==> src/rtl/cpu_pkg.sv <==
// Shared CPU-side definitions: DMA state encoding, memory-map constants,
// address-region classes and the system-bus request payload.
package cpu_pkg;

  localparam logic [15:0] DMA_REG_ADDR_DEFAULT = 16'hFF46;
  localparam logic [15:0] OAM_BASE             = 16'hFE00;
  localparam logic [15:0] OAM_END              = 16'hFE9F;
  localparam logic [7:0]  HIGH_PAGE            = 8'hFF;

  typedef enum logic [1:0] {
    IDLE,
    START,
    ACTIVE
  } dma_state_e;

  typedef enum logic [2:0] {
    REGION_OAM,
    REGION_UNUSABLE,
    REGION_DMA_REG,
    REGION_HIGH,
    REGION_EXTERNAL
  } mem_region_e;

  typedef struct packed {
    logic [15:0] addr;
    logic        enable;
    logic        write;
    logic [7:0]  wdata;
  } bus_req_t;

endpackage

==> src/rtl/oam_dma_bus_mem_region_decode.sv <==
// Combinational classifier of a CPU address into memory regions.
// Ports: addr (16-bit CPU address) -> region_c (mem_region_e).
module mem_region_decode
  import cpu_pkg::*;
#(
  parameter logic [15:0] DMA_REG_ADDR = DMA_REG_ADDR_DEFAULT
) (
  input  logic [15:0] addr,
  output mem_region_e region_c
);

  // DMA register is checked first since it lives inside the high page.
  always_comb begin
    region_c = REGION_EXTERNAL;
    if (addr == DMA_REG_ADDR) begin
      region_c = REGION_DMA_REG;
    end else if (addr[15:8] == HIGH_PAGE) begin
      region_c = REGION_HIGH;
    end else if ((addr >= OAM_BASE) && (addr <= OAM_END)) begin
      region_c = REGION_OAM;
    end else if (addr[15:8] == OAM_BASE[15:8]) begin
      region_c = REGION_UNUSABLE;
    end
  end

endmodule

==> src/rtl/oam_dma_bus.sv <==
// CPU system-bus router with the OAM DMA engine.
// Routes CPU accesses to the external bus or OAM, runs the FF46-triggered
// 160-byte copy into OAM (one byte per M-cycle) and blocks conflicting CPU
// accesses while the copy runs.
// Ports: clk/reset (sync, active-high); cpu_* from the CPU (cpu_rdata is
// combinational); bus_* to cartridge/WRAM/IO; oam_* to OAM; dma_active.
// Optional: define OAM_DMA_BUS_CONFLICT_EN to make blocked CPU reads return
// the byte the DMA is currently reading instead of 8'hFF.
module oam_dma_bus
  import cpu_pkg::*;
#(
  parameter logic [15:0] DMA_REG_ADDR = DMA_REG_ADDR_DEFAULT,
  parameter int unsigned DMA_LEN      = 160
) (
  input  logic        clk,
  input  logic        reset,
  input  logic [15:0] cpu_addr,
  input  logic        cpu_enable,
  input  logic        cpu_write,
  input  logic [7:0]  cpu_wdata,
  output logic [7:0]  cpu_rdata,
  output logic [15:0] bus_addr,
  output logic        bus_enable,
  output logic        bus_write,
  output logic [7:0]  bus_wdata,
  input  logic [7:0]  bus_rdata,
  output logic [7:0]  oam_addr,
  output logic        oam_write,
  output logic [7:0]  oam_wdata,
  input  logic [7:0]  oam_rdata,
  output logic        dma_active
);

  localparam int unsigned IDX_W = 8;
  localparam logic [IDX_W-1:0] LAST_IDX = IDX_W'(DMA_LEN - 1);

  logic [1:0]       t_cycle_q, t_cycle_d;
  dma_state_e       state_q, state_d;
  logic [IDX_W-1:0] idx_q, idx_d;
  logic [7:0]       src_hi_q, src_hi_d;
  logic [7:0]       dma_reg_q, dma_reg_d;
  logic             keep_block_q, keep_block_d;

  mem_region_e region;
  logic        m_end;
  logic        reg_wr;
  logic        dma_active_c;
  logic [7:0]  blocked_rdata;
  bus_req_t    req;

  mem_region_decode #(
    .DMA_REG_ADDR(DMA_REG_ADDR)
  ) u_decode (
    .addr    (cpu_addr),
    .region_c(region)
  );

  assign m_end  = (t_cycle_q == 2'd3);
  assign reg_wr = cpu_enable && cpu_write && (region == REGION_DMA_REG) && m_end;

  // A restart from ACTIVE keeps the bus blocked through the setup M-cycle.
  assign dma_active_c = !reset &&
                        ((state_q == ACTIVE) || ((state_q == START) && keep_block_q));
  assign dma_active   = dma_active_c;

`ifdef OAM_DMA_BUS_CONFLICT_EN
  assign blocked_rdata = bus_rdata;
`else
  assign blocked_rdata = 8'hFF;
`endif

  // State register.
  always_ff @(posedge clk) begin
    if (reset) begin
      t_cycle_q    <= 2'd0;
      state_q      <= IDLE;
      idx_q        <= '0;
      src_hi_q     <= 8'hFF;
      dma_reg_q    <= 8'hFF;
      keep_block_q <= 1'b0;
    end else begin
      t_cycle_q    <= t_cycle_d;
      state_q      <= state_d;
      idx_q        <= idx_d;
      src_hi_q     <= src_hi_d;
      dma_reg_q    <= dma_reg_d;
      keep_block_q <= keep_block_d;
    end
  end

  // Next state: everything commits at the last T-cycle of the M-cycle.
  always_comb begin
    t_cycle_d    = t_cycle_q + 2'd1;
    state_d      = state_q;
    idx_d        = idx_q;
    src_hi_d     = src_hi_q;
    dma_reg_d    = dma_reg_q;
    keep_block_d = keep_block_q;
    if (m_end) begin
      if (reg_wr) begin
        dma_reg_d    = cpu_wdata;
        // Sources at E0 and above alias down into C0-DF (echo of WRAM).
        src_hi_d     = (cpu_wdata >= 8'hE0) ? (cpu_wdata & 8'hDF) : cpu_wdata;
        idx_d        = '0;
        state_d      = START;
        keep_block_d = dma_active_c;
      end else begin
        case (state_q)
          START: begin
            state_d = ACTIVE;
            idx_d   = '0;
          end
          ACTIVE: begin
            if (idx_q == LAST_IDX) begin
              state_d = IDLE;
              idx_d   = '0;
            end else begin
              idx_d = idx_q + IDX_W'(1);
            end
          end
          default: ;
        endcase
      end
    end
  end

  // Output routing: DMA drives bus/OAM, CPU high-page access overrides the bus.
  always_comb begin
    req       = '0;
    oam_addr  = '0;
    oam_write = 1'b0;
    oam_wdata = '0;
    cpu_rdata = 8'hFF;
    if (!reset) begin
      if (state_q == ACTIVE) begin
        req.addr   = {src_hi_q, idx_q};
        req.enable = 1'b1;
        oam_addr   = idx_q;
        oam_wdata  = bus_rdata;
        oam_write  = m_end;
      end
      if (cpu_enable) begin
        if (region == REGION_DMA_REG) begin
          cpu_rdata = dma_reg_q;
        end else if (region == REGION_HIGH) begin
          req.addr   = cpu_addr;
          req.enable = 1'b1;
          req.write  = cpu_write;
          req.wdata  = cpu_wdata;
          cpu_rdata  = bus_rdata;
        end else if (dma_active_c) begin
          cpu_rdata = blocked_rdata;
        end else begin
          case (region)
            REGION_OAM: begin
              oam_addr  = cpu_addr[7:0];
              oam_wdata = cpu_wdata;
              oam_write = cpu_write && m_end;
              cpu_rdata = oam_rdata;
            end
            REGION_UNUSABLE: cpu_rdata = 8'h00;
            default: begin
              req.addr   = cpu_addr;
              req.enable = 1'b1;
              req.write  = cpu_write;
              req.wdata  = cpu_wdata;
              cpu_rdata  = bus_rdata;
            end
          endcase
        end
      end
    end
  end

  assign bus_addr   = req.addr;
  assign bus_enable = req.enable;
  assign bus_write  = req.write;
  assign bus_wdata  = req.wdata;

endmodule

==> config.mk <==
export PLATFORM = sky130hd
export DESIGN_NAME = oam_dma_bus
export DESIGN_NICKNAME = d
export VERILOG_FILES = /design/src/rtl/cpu_pkg.sv /design/src/rtl/oam_dma_bus_mem_region_decode.sv /design/src/rtl/oam_dma_bus.sv
export SDC_FILE = /design/constraint.sdc
export NUM_CORES = 1
export LEC_CHECK = 0
export ABC_AREA = 1
export BUFFER_PORTS_ARGS = -buffer_cell sky130_fd_sc_hd__buf_2
export CORE_ASPECT_RATIO = 0.8
export CORE_MARGIN = 3
export CORE_UTILIZATION = 52
export DETAILED_ROUTE_END_ITERATION = 10
export GPL_ROUTABILITY_DRIVEN = 0
export PLACE_DENSITY = 0.95
export REMOVE_ABC_BUFFERS = 1
export SLEW_MARGIN = 5
export SYNTH_ARGS = -nofsm -noshare
export SYNTH_HDL_FRONTEND = slang
export SYNTH_HIERARCHICAL = 1
export SYNTH_SLANG_ARGS = --single-unit
==> constraint.sdc <==
create_clock -name clk -period 5.52 [get_ports clk]
set_clock_uncertainty 0.2 [all_clocks]
set_input_delay 0.828 -clock clk [delete_from_list [all_inputs] [get_ports clk]]
set_output_delay 0.828 -clock clk [all_outputs]
set_load 0.02 [all_outputs]
==> results of run 1 <==
-- kinds of logic after synthesis --
kind of cell / after synthesis / synth area share [%]
and+or+nand+nor: 237 / 48.6
adders and majority gates: 2 / 1.11
buffers and inverters: 70 / 13.7
AOI/OAI and AO/OA: 66 / 17.0
DFF: 22 / 19.6
-- metal layers --
metal  vias up  routed length, um  track usage [%]
li1       1436                  -                -
met1      1292               2910             37.4
met2       229               3390             47.3
met3        22                946             4.31
met4         0                 98             5.15
met5         -                  0                0
-- through the flow --
stage | std cells | hold slack, ns | setup WS [ns] | utilization (%)
6_report | 530 | 0.226 | 0.954 | 68.6
5_1_grt | 530 | 0.228 | 0.717 | 68.6
4_1_cts | 530 | 0.222 | 1.05 | 68.6
3_5_place_dp | 526 | 0.205 | 1.06 | 67.2
3_3_place_gp | 526 | 0.197 | 1.23 | 67.2
2_1_floorplan | 375 | 0.190 | 1.65 | -
-- cells in the mapped netlist (all sizes together) --
master / number / area (um^2)
a21oi: 27 / 161
buf: 16 / 100
clkbuf: 6 / 23.8
clkinv: 1 / 5.00
dfxtp: 22 / 440
ha: 2 / 25.0
inv: 47 / 179
nand2: 116 / 463
nand3: 36 / 198
nand3b: 1 / 7.51
nand4: 15 / 93.8
nor2: 62 / 264
nor3: 7 / 65.1
o211ai: 5 / 37.5
o21ai: 33 / 176
o21bai: 1 / 7.51
-- where the power goes --
part / total (mW) / internal, mW / switching, mW
clock: 0.121 / 0.0637 / 0.0573
combinational: 0.0967 / 0.0329 / 0.0637
sequential: 0.160 / 0.160 / 0.000503
-- critical path, delay by kind of cell --
kind            cells  cell delay (ns)
simple gates       11             2.22
compound gates      1             0.08
buf+inv             4             0.40
-- cell type report --
type                    instances  area (um^2)
multi-input cells             305         1500
inverters                      48          184
fillers                       339         1250
well taps                      55         68.8
flip-flops and latches         22          440
repair buffers                 96          483
clock buffers                   4         55.1
-- registers in the layout, summed over array words and instances, names as in the netlist --
register      cells
idx_q             8
src_hi_q          8
state_q           2
t_cycle_q         2
dma_reg_q         1
keep_block_q      1
-- worst min-delay path by stage --
| stage | startpoint | endpoint | slack, ns | cells after the start |
|---|---|---|---|---|
| after CTS | t_cycle_q[0] | t_cycle_q[0] | 0.22 | 1 |
| after floorplan | t_cycle_q[0] | t_cycle_q[0] | 0.19 | 1 |
| after global routing | t_cycle_q[0] | t_cycle_q[0] | 0.23 | 1 |
| final | t_cycle_q[0] | t_cycle_q[0] | 0.23 | 1 |
| after global placement | t_cycle_q[0] | t_cycle_q[0] | 0.20 | 1 |
| after detailed placement | t_cycle_q[0] | t_cycle_q[0] | 0.21 | 1 |
==> flow_metrics.py, run 1 <==
metrics = {
    "logic_synthesis": {
        "synth_seq_cells": 22,
        "synthesis.area_um2": 2250,
        "ys_seq_area_share_pct": 19.6,
        "synth_cell_types": 32,
        "synth.avg_cell_area_um2": 5.66,
        "netlist_instances": 397,
        "ys_warn_count": 6,
    },
    "timing": {
        "final_max_slew_viol_count": 0,
        "period_share_pct": 82.7,
        "finalSetupTns_ns": 0,
        "max_freq_mhz": 219,
        "rsz0062_at_grt": "no",
        "fin_crit_ns": 4.57,
        "worst_pin_slew_ns": 0.869,
        "setup_violations": 0,
        "slew_headroom_pct": 41.8,
        "finalHoldViolCount": 0,
    },
    "grt": {
        "grt_pass1_wl_um": 11700,
        "grt_pass1_vias": 2679,
        "grt_overflow": 0,
        "antenna_found_initial": 0,
        "gr-usage-all-layers_pct": 27.8,
        "grt_max_degree": 35,
    },
    "finish": {
        "drive_gt1_share_pct": 27.8,
        "nets": 522,
        "final_cell_area_um2": 2730,
        "final_cell_mix": "nand2_1 (111), buf_2 (95), nor2_1 (55)",
        "syn_to_final_growth_pct": 21.5,
        "final_common_cell": "nand2_1",
        "n_antenna_cell": 0,
    },
    "setup_path": {
        "crit_type": "in2out",
        "rr_endpoint": "idx_q[1]",
        "worstRegToRegCells": 8,
        "crit_start": "cpu_addr[13]",
        "critPathRequiredTime_ns": 4.49,
        "worstSetupEndpointType": "output port",
        "r2r_start": "t_cycle_q[0]",
        "critical_path_arrival_ns": 3.54,
        "critPathSlowestCell": "nor2_1",
        "endpoint": "bus_addr[0]",
        "ff2ff_setup_slack_ns": 2.62,
        "path_cells": "buf_2, nand2_1, inv_1, nand2_1, nor2_2, nand2_1, nand2_1, inv_1, nand2_1, nor2_2, nor2_1, nand3_4, nand2_1, o21ai_1, nor2_1, buf_2",
        "crit_top_cell": "nand2_1",
        "cp-start-kind": "input port",
        "crit_path_max_incr_delay_ns": 0.66,
        "cp_max_fo": 32,
    },
    "clock_network": {
        "clock_latency_ns": 0.27,
        "cts_tree": "yes",
        "postCtsSetupRepairBufs": 0,
        "cts-resized-gates": 0,
        "cts_sinks": 22,
        "cts_buffer_depth": 2,
        "ctsHoldBuffers": 0,
        "htree_levels": 1,
        "numCtsBuffers": 3,
        "root_buffer": "clkbuf_8",
        "path_clk_slew_ns": 0.09,
    },
    "detailed_routing": {
        "drcViolationCount": 0,
        "dr.pass1.iters": 5,
        "post_drt_wl_per_cell_um": 13.9,
        "vias": 2979,
        "antenna_left": 0,
        "wl_um": 7350,
        "drt-initial-drc-count": 505,
        "avgViaCountPerCell": 5.62,
    },
    "floorplanning": {
        "start_util_pct": 56.5,
        "io_pins": 96,
        "core_area_um2": 3980,
        "rows": 20,
        "dieHeight_um": 64.8,
        "die_w_um": 79.5,
        "dieArea_um2": 5150,
    },
    "pwr": {
        "p_leak_nw": 1.47,
        "peakVddDrop_mv": 0.127,
        "power.density_nw_per_um2": 138,
        "p_total_uw": 378,
    },
    "place": {
        "placed_area_um2": 2680,
        "port_buffers": 95,
        "dpl.hpwl_um": 5250,
    },
    "run_status": {
        "status": "completed",
    },
    "flow_run": {
        "max_cap_viol_count": 0,
    },
    "hold_path": {
        "hp-class": "reg2reg",
    },
}
Power figures use the tool's default switching activity.
==> run 2: changes to the inputs <==
--- a/config.mk
+++ b/config.mk
@@ -5,14 +5,14 @@
 export SDC_FILE = /design/constraint.sdc
 export NUM_CORES = 1
 export LEC_CHECK = 0
-export ABC_AREA = 1
+export ABC_AREA = 0
 export BUFFER_PORTS_ARGS = -buffer_cell sky130_fd_sc_hd__buf_2
 export CORE_ASPECT_RATIO = 0.8
 export CORE_MARGIN = 3
-export CORE_UTILIZATION = 52
+export CORE_UTILIZATION = 42
 export DETAILED_ROUTE_END_ITERATION = 10
 export GPL_ROUTABILITY_DRIVEN = 0
-export PLACE_DENSITY = 0.95
+export PLACE_DENSITY = 0.86
 export REMOVE_ABC_BUFFERS = 1
 export SLEW_MARGIN = 5
 export SYNTH_ARGS = -nofsm -noshare
==> constraint.sdc (replaced) <==
create_clock -name clk -period 3.78 [get_ports clk]
set_clock_uncertainty 0.2 [all_clocks]
set_input_delay 0.567 -clock clk [delete_from_list [all_inputs] [get_ports clk]]
set_output_delay 0.567 -clock clk [all_outputs]
set_load 0.02 [all_outputs]
==> flow_metrics.py, run 2 <==
metrics = {
    "run_status": {
        "status": "completed",
    },
    "finish": {
        "nets": 412,
        "syn_to_final_growth_pct": 30.0,
        "reg_top3": "idx_q x8, src_hi_q x8",
        "drive_gt1_share_pct": 32.1,
        "final_common_cell": "buf_2",
        "final_cell_mix": "buf_2 (95), nand2_1 (43), nand3_1 (23)",
        "n_antenna_cell": 0,
    },
    "hold_path": {
        "hp-class": "reg2reg",
    },
    "setup_path": {
        "crit_start": "cpu_addr[0]",
        "endpoint": "oam_addr[5]",
        "cp-start-kind": "input port",
        "cp_max_fo": 14,
        "critical_path_arrival_ns": 2.96,
        "rr_endpoint": "idx_q[7]",
        "critPathSlowestCell": "o32ai_1",
        "r2r_start": "t_cycle_q[0]",
        "path_cells": "buf_2, nor4bb_1, nand3_1, and3_1, or3b_1, nor2_1, nand2_1, o32ai_1, buf_2",
        "worstSetupEndpointType": "output port",
        "crit_top_cell": "buf_2",
        "worstRegToRegCells": 5,
        "ff2ff_setup_slack_ns": 1.75,
        "crit_path_max_incr_delay_ns": 0.45,
        "crit_type": "in2out",
        "critPathRequiredTime_ns": 3.01,
    },
    "place": {
        "dpl.hpwl_um": 5190,
        "port_buffers": 95,
        "post-place-ws_ns": 0.235,
    },
    "logic_synthesis": {
        "ys_seq_area_share_pct": 22.3,
        "ys_warn_count": 6,
        "synth_top_area_share_pct": 22.3,
        "synthesis.area_um2": 1980,
        "synth.avg_cell_area_um2": 7.15,
        "synth_cell_types": 50,
        "synth_common_cells": "nand2_1 (43), nand3_1 (23), a21oi_1 (22), dfxtp_1 (22), inv_1 (16)",
        "synth.most_common_cell": "nand2_1",
        "yosysTopAreaCell": "dfxtp_1",
        "synth_seq_cells": 22,
        "async_reset_ff_share_pct": 0,
        "synth_edf_count": 0,
        "synth_area_leaders": "dfxtp_1 (22%), nand2_1 (8.2%), nand3_1 (5.8%)",
        "netlist_instances": 277,
        "synth_flop_cell": "dfxtp_1",
    },
    "pwr": {
        "peakVddDrop_mv": 0.168,
        "power_frac_seq_pct": 39.6,
        "p_leak_nw": 1.17,
        "internal-power_uw": 425,
        "power.share.switching_pct": 28.1,
        "power.density_nw_per_um2": 230,
        "p_switching_uw": 166,
        "clkPwrFrac_pct": 38.2,
        "power_frac_comb_pct": 22.2,
    },
    "timing": {
        "setup_violations": 0,
        "final_max_slew_viol_count": 0,
        "rsz0062_at_grt": "no",
        "fin_crit_ns": 3.72,
        "finalSetupTns_ns": 0,
        "period_share_pct": 98.5,
        "worst_pin_slew_ns": 0.611,
        "layout_setup_ws_ns": 0.0563,
        "slew_headroom_pct": 59.2,
        "max_freq_mhz": 269,
        "finalHoldViolCount": 0,
    },
    "grt": {
        "antenna_found_initial": 0,
        "grt_pass1_vias": 2298,
        "gr-usage-all-layers_pct": 25.2,
        "grt_pass1_wl_um": 11000,
        "grt_overflow": 0,
        "grt_max_degree": 27,
    },
    "detailed_routing": {
        "post_drt_wl_per_cell_um": 16.7,
        "vias": 2584,
        "antenna_left": 0,
        "drcViolationCount": 0,
        "drt-initial-drc-count": 277,
        "avgViaCountPerCell": 6.12,
        "wl_um": 7040,
        "dr.pass1.iters": 5,
    },
    "flow_run": {
        "max_cap_viol_count": 0,
    },
    "clock_network": {
        "path_clk_slew_ns": 0.09,
        "postCtsSetupRepairBufs": 0,
        "htree_levels": 1,
        "clock_latency_ns": 0.27,
        "cts-resized-gates": 0,
        "cts_tree": "yes",
        "numCtsBuffers": 3,
        "cts_sinks": 22,
        "root_buffer": "clkbuf_8",
        "ctsHoldBuffers": 0,
        "cts_buffer_depth": 2,
    },
    "floorplanning": {
        "dieHeight_um": 67.4,
        "rows": 21,
        "io_pins": 96,
        "core_area_um2": 4360,
        "dieArea_um2": 5580,
        "die_w_um": 82.8,
        "start_util_pct": 45.4,
    },
}
==> run 2: worst min-delay path by stage <==
stage | start | end | depth (start not counted)
floorplan | t_cycle_q[0] | t_cycle_q[0] | 1
global placement | t_cycle_q[0] | t_cycle_q[0] | 1
global route | t_cycle_q[0] | t_cycle_q[0] | 1
detailed placement | t_cycle_q[0] | t_cycle_q[0] | 1
finish | t_cycle_q[0] | t_cycle_q[0] | 1
CTS | t_cycle_q[0] | t_cycle_q[0] | 1
==> run 2: area by class of cell <==
class / instances / area (um^2)
clock inverter: 1 / 30.0
sequential: 22 / 440
inverter: 17 / 63.8
multi-input combinational: 218 / 1380
clock buffer: 3 / 41.3
fill: 420 / 1790
tap: 57 / 71.3
timing repair buffer: 104 / 543
==> run 2: power by group through the flow <==
stage | sequential [mW] | clock [mW] | combinational [mW]
detailed placement | 0.240 | 0 | 0.129
finish | 0.234 | 0.225 | 0.131
floorplan | 0.240 | 0 | 0.0649
CTS | 0.234 | 0.228 | 0.130
global route | 0.234 | 0.237 | 0.143
global placement | 0.240 | 0 | 0.127
==> run 2: kinds of logic after synthesis <==
| kind of cell | synth area share [%] |
|---|---|
| simple gates | 29.3 |
| compound gates | 33.5 |
| buf+inv | 7.90 |
| flops | 22.3 |
| mux | 4.05 |
| xor+xnor | 1.71 |
| fa+ha+maj | 1.26 |
==> run 2: layer usage <==
| metal | part of all wire [%] | global-route usage (%) |
|---|---|---|
| met1 | 42 | 34.6 |
| met5 | 0 | 0 |
| met3 | 11 | 4.27 |
| met2 | 46 | 40.5 |
| met4 | 1.1 | 7.14 |
==> run 2: through the flow <==
step / util [%] / hold WS [ns] / total power [mW] / area [um^2] / cells
after floorplan: - / 0.190 / 0.304 / 1890 / 257
after global placement: 57.3 / 0.201 / 0.366 / 2500 / 418
after detailed placement: 57.3 / 0.207 / 0.369 / 2500 / 418
after CTS: 59.0 / 0.223 / 0.592 / 2570 / 422
after global routing: 59.0 / 0.241 / 0.614 / 2570 / 422
final: 59.0 / 0.221 / 0.591 / 2570 / 422
==> run 2: critical path: cells and delay by family <==
kind / cells / cell delay, ns
AO/OA/AOI/OAI: 1 / 0.45
AND/OR/NAND/NOR: 6 / 1.59
buffers and inverters: 2 / 0.35
